==> src/rtl/lut_mem_wide.sv <==
// rtl/lut_mem_wide.sv - daisy-chained bus LUT memory with wide entries split into 16-bit chunks
// Multi-chunk bus accesses are made atomic through global write/read shadow registers.
module lut_mem_wide #(
  parameter int unsigned DEPTH      = 8,
  parameter int unsigned DATA_WIDTH = 16,
  parameter int unsigned BASE_ADDR  = 0,
  parameter bit          READ_ONLY  = 1'b0,
  localparam int unsigned AW        = (DEPTH > 1) ? $clog2(DEPTH) : 1
) (
  input  logic                  clk,
  input  logic                  rst_n,
  input  logic [15:0]           addr_i,
  input  logic [15:0]           data_i,
  input  logic                  rw_i,
  input  logic                  valid_i,
  output logic [15:0]           addr_o,
  output logic [15:0]           data_o,
  output logic                  rw_o,
  output logic                  valid_o,
  input  logic [AW-1:0]         user_addr,
  input  logic [DATA_WIDTH-1:0] user_data_i,
  input  logic                  user_we,
  output logic [DATA_WIDTH-1:0] user_data_o
);

  localparam int unsigned N     = (DATA_WIDTH + 15) / 16;
  localparam int unsigned PW    = N * 16;
  localparam logic [31:0] LIMIT = 32'(BASE_ADDR) + 32'(DEPTH * N);

  logic [DATA_WIDTH-1:0] mem [DEPTH];
  logic [PW-1:0]         wshadow;
  logic [PW-1:0]         rshadow;

  logic [31:0]   addr_ext;
  logic [31:0]   offset;
  logic [31:0]   entry_idx;
  logic [31:0]   chunk;
  logic [AW-1:0] entry;
  logic          hit;
  logic          is_last;
  logic          user_ok;
  logic [PW-1:0] rd_word;
  logic [PW-1:0] commit_word;

  // Range check is done at 32 bits so a window ending at 0xFFFF cannot wrap to 0.
  always_comb begin
    addr_ext    = {16'd0, addr_i};
    hit         = valid_i && (addr_ext >= 32'(BASE_ADDR)) && (addr_ext < LIMIT);
    offset      = addr_ext - 32'(BASE_ADDR);
    entry_idx   = offset / N;
    chunk       = offset % N;
    entry       = AW'(entry_idx);
    is_last     = (chunk == N - 1);
    user_ok     = (32'(user_addr) < DEPTH);
    rd_word     = PW'(mem[entry]);
    commit_word = wshadow;
    commit_word[PW-1 -: 16] = data_i;
  end

  always_ff @(posedge clk or negedge rst_n) begin
    if (!rst_n) begin
      addr_o      <= '0;
      data_o      <= '0;
      rw_o        <= 1'b0;
      valid_o     <= 1'b0;
      user_data_o <= '0;
      wshadow     <= '0;
      rshadow     <= '0;
      for (int i = 0; i < int'(DEPTH); i++) begin
        mem[i] <= '0;
      end
    end else begin
      addr_o      <= addr_i;
      rw_o        <= rw_i;
      valid_o     <= valid_i;
      data_o      <= data_i;
      user_data_o <= user_ok ? mem[user_addr] : '0;

      // User write first so a same-entry bus commit below takes priority.
      if (user_we && user_ok) begin
        mem[user_addr] <= user_data_i;
      end

      if (hit) begin
        if (rw_i) begin
          if (!READ_ONLY) begin
            if (is_last) begin
              mem[entry] <= commit_word[DATA_WIDTH-1:0];
            end else begin
              wshadow[chunk*16 +: 16] <= data_i;
            end
          end
        end else if (chunk == 0) begin
          data_o  <= rd_word[15:0];
          rshadow <= rd_word;
        end else begin
          data_o <= rshadow[chunk*16 +: 16];
        end
      end
    end
  end

endmodule
==> config.mk <==
export PLATFORM = sky130hd
export DESIGN_NAME = lut_mem_wide
export DESIGN_NICKNAME = d
export VERILOG_FILES = /design/src/rtl/lut_mem_wide.sv
export SDC_FILE = /design/constraint.sdc
export NUM_CORES = 1
export LEC_CHECK = 0
export ABC_AREA = 1
export BUFFER_PORTS_ARGS = -buffer_cell sky130_fd_sc_hd__buf_2
export CAP_MARGIN = 20
export CORE_UTILIZATION = 28
export CTS_BUF_LIST = sky130_fd_sc_hd__clkbuf_8
export DETAILED_ROUTE_END_ITERATION = 10
export SYNTH_ARGS = -nofsm -noshare
export SYNTH_HDL_FRONTEND = slang
export SYNTH_SLANG_ARGS = --single-unit
==> constraint.sdc <==
create_clock -name clk -period 0.96 [get_ports clk]
set_input_delay 0 -clock clk [delete_from_list [all_inputs] [get_ports clk]]
set_output_delay 0 -clock clk [all_outputs]
set_load 0.005 [all_outputs]
==> results by stage <==
Synth:
- The commonest cells after synthesis are sky130_fd_sc_hd__nand2_1 (492), sky130_fd_sc_hd__o21ai_0 (254), sky130_fd_sc_hd__inv_1 (219), sky130_fd_sc_hd__dfrtp_1 (178), sky130_fd_sc_hd__nand3_1 (74).
- The number of nets handed over by synthesis was 1548.
- The synthesized design spends more area on one cell type than any other, namely sky130_fd_sc_hd__dfrtp_1.
- Yosys mapped a number of flops with a built-in enable equal to 0.
- For this run, asynchronously set or reset flops after synthesis account for 1.00.
- The top cell type's share of synthesized area is 0.439.
- In the post-synthesis netlist, the biggest area contributors are sky130_fd_sc_hd__dfrtp_1 (44%), sky130_fd_sc_hd__nand2_1 (18%), sky130_fd_sc_hd__o21ai_0 (13%).
- The synthesized design contains roughly 180 register bits.
- The most used flip-flop cell after synthesis is sky130_fd_sc_hd__dfrtp_1.
- The number of instances in the synthesized netlist is between 1000 and 1500.
- The share of the yosys chip area belonging to registers is 0.439.
- The mean area per synthesized cell is between 6 and 7 µm².
- The most common cell in the synthesized netlist is sky130_fd_sc_hd__nand2_1.
- The synthesized netlist contains 18 unique library cells.
- The mapped netlist covers 0.0102 mm².
- For this run, the number of Yosys warnings is 0.

Worst hold path:
- The class of the worst hold path is in -> async.

Clock tree:
- Clock tree synthesis selected as its root buffer the cell sky130_fd_sc_hd__clkbuf_8.
- The sink count of the clock tree is about 180.
- TritonCTS built the clock tree.
- The total CTS buffers is 17.
- The total of hold buffers inserted after clock tree synthesis is 51.
- For the worst-skew pair, the clock arrives at the later sink with an insertion delay of a little under 0.5 ns.
- The H-tree depth reported by CTS is 4.
- The clock-pin slew on the worst setup and hold paths is 0.11 ns.
- In this run the deepest clock path goes through 2 buffers.

Setup path:
- The highest cell delay on the worst timing path is 0.47 ns.
- The worst setup path is of the reg -> out kind.
- The largest delay contributor family on the critical path is flip-flops.
- The type of origin of the critical path is a register.
- Among all stages on the critical path, the largest delay is contributed by sky130_fd_sc_hd__dfrtp_2.
- Together, buffers and inverters on the worst path number 1.
- The slack of the worst reg-to-reg path is -0.10 ns.
- The worst setup path is captured at an output port.
- The signal on the critical path passes through buf_6.
- The largest fanout on the critical path is 1.
- The worst path required time is approximately 0.96 ns.
- Data on the critical path arrives at its endpoint at around 1.1 ns.

Die:
- For this design the top-level I/O count stands at about 110.
- Measured along the x axis, the die boundary spans 192 µm.
- The floorplan step defined a die boundary enclosing between 0.03 and 0.04 mm².
- The floorplan die height is slightly below 200 µm.
- The region available for standard cell placement spans about 0.036 mm².
- The floorplan has between 60 and 70 rows.
- The starting density of the core is 0.285.

Placement:
- The placement-stage worst setup slack is -0.301 ns.
- The detailed-placement wirelength estimate is roughly 25000 µm.
- Port buffering added roughly 110 buffers.
- The global placer's final weighted congestion is ~0.85.

Route:
- For this run, design rule violations remaining after detail routing come to 16.
- The post-detailed-routing wire length is 37000 µm.
- In this run the remaining antenna-violating nets after routing total 0.
- The first-iteration detailed-routing DRC count is 785.
- The detailed-route vias per instance is 4.73.
- In the final routed layout, each cell accounts on average for 16.4 µm.
- Before antenna repair, the detailed router went through 9 iterations.
- For this block, the via count after detailed routing is 10600.

Final layout:
- The fraction of final layout cells with drive strength greater than 1 is 0.252.
- The final-stage net count is between 1500 and 2000.
- From synthesis to final layout, the design area changed by 38.9%.

STA:
- The number of hold-slack violations in the final timing report is 15.
- Setup repair after global routing could not meet its margin everywhere.
- Measured against its own limit, the worst slew margin works out to 0.685.
- The minimum hold slack is -0.0605 ns.
- The final critical-path setup slack is -0.136 ns.
- The slew of the pin with the lowest slew margin is 0.472 ns.
- Derived from the worst setup path, the maximum achievable clock frequency is slightly above 0.9 GHz.
- After routing, the total negative slack on setup checks comes to -3.30 ns.
- The number of pins exceeding their max-slew limit in the final report is 0.
- The final setup skew is between 0.01 and 0.015 ns.
- The total of endpoints with negative setup slack in the final report is between 80 and 90.
- Counting I/O delays and the setup requirement, the final critical path takes 1.10 ns.
- In the finished design, the share of the clock period the worst path needs comes to 1.14.

Global routing:
- The global-route wire length before repair is 56600 µm.
- The number of antenna violations at the first check in global routing is 3.
- The overall routing resource usage is 0.204.
- The remaining global-route overflow is 0.
- The via count of the first global-routing pass came to 10000.
- Entering global routing, the biggest net connects 41 pins.

Pwr:
- The static leakage is 0.00724 µW.
- The maximum ir drop on the vdd rail is slightly below 1000 µV.
- Dividing total power by cell area gives a power density of 1530 mW/mm².

Run status:
- The final reports fail on DRC, hold timing, setup timing.
- The run finished, with violations left.

Flow run:
- The count of max-cap constraint violations is 0.
[final cells by class]
class                      count  area (µm²)
clock buffer                  17         234
tap                          461         577
multi-input combinational   1004        4750
fill                        3686       21500
timing repair buffer         352        3080
clock inverter                15         169
inverter                     223         837
sequential                   178        4460
antenna                        3        7.51
[cell usage in the layout, fill, tap and decap left out, drive strengths merged, types with 4 or more instances in the layout]
cell type,instances
nand3,74
buf,300
o211ai,32
o21ai,288
inv,230
clkbuf,18
nand2,497
dfrtp,178
clkinvlp,4
nor2,80
dlygate4sd3,51
a21oi,16
clkinv,4
o2111ai,16
[state kept, by name (all words and copies together) (netlist names)]
signal	count
data_o	16
rw_o	1
mem	128
user_data_o	16
valid_o	1
addr_o	16
[through the flow]
stage	power, µW	cells	cell area, µm²	util	hold slack, ns
final	21600	2253	14100	0.396	-0.0605
after global routing	23000	2252	14100	0.396	-0.0755
after CTS	21100	2234	13700	0.385	-0.0742
after detailed placement	15400	2147	12700	0.356	-0.0966
after global placement	15300	2147	12700	0.356	-0.0959
after floorplan	12500	1492	10200	-	-0.296
[layer usage]
metal  global-route usage  vias up  share of wire
met2                0.335      340           0.47
met1                0.272     4956           0.44
met5                    0        -        0.00027
met3               0.0269       66          0.060
li1                     -     5283              -
met4               0.0787        2          0.027
[path summary, 6_finish.rpt]
check                      cells after the start                       end                startpoint
max                                            1            user_data_o[5]  user_data_o[5]$_DFF_PN0_
min                                            2         mem[98]$_DFF_PN0_                     rst_n
max reg2reg                                    8       data_o[5]$_DFF_PN0_         mem[85]$_DFF_PN0_
min reg2reg                                    2  user_data_o[0]$_DFF_PN0_          mem[0]$_DFF_PN0_
max in group asynchronous                      3       addr_o[5]$_DFF_PN0_                     rst_n
min in group clk                               4  user_data_o[5]$_DFF_PN0_              user_addr[0]
[kinds of logic after synthesis]
| kind of cell | count (synthesis) | synth area share |
|---|---|---|
| compound gates | 352 | 0.187 |
| buf+inv | 310 | 0.118 |
| flops | 178 | 0.439 |
| simple gates | 652 | 0.256 |
[report_power, final]
group	switching, µW	internal [µW]
Combinational	3420	3370
Sequential	733	8700
Clock	3420	1970
[repair_timing]
action | CTS | global route
setup endpoints to repair | 81 | 139
setup buffers | 4 | 18
endpoints found under the hold margin | 299 | 15
pin swaps | 31 | 72
gates resized for setup | 42 | 187
Note: power is estimated with default switching activity, not from simulation.
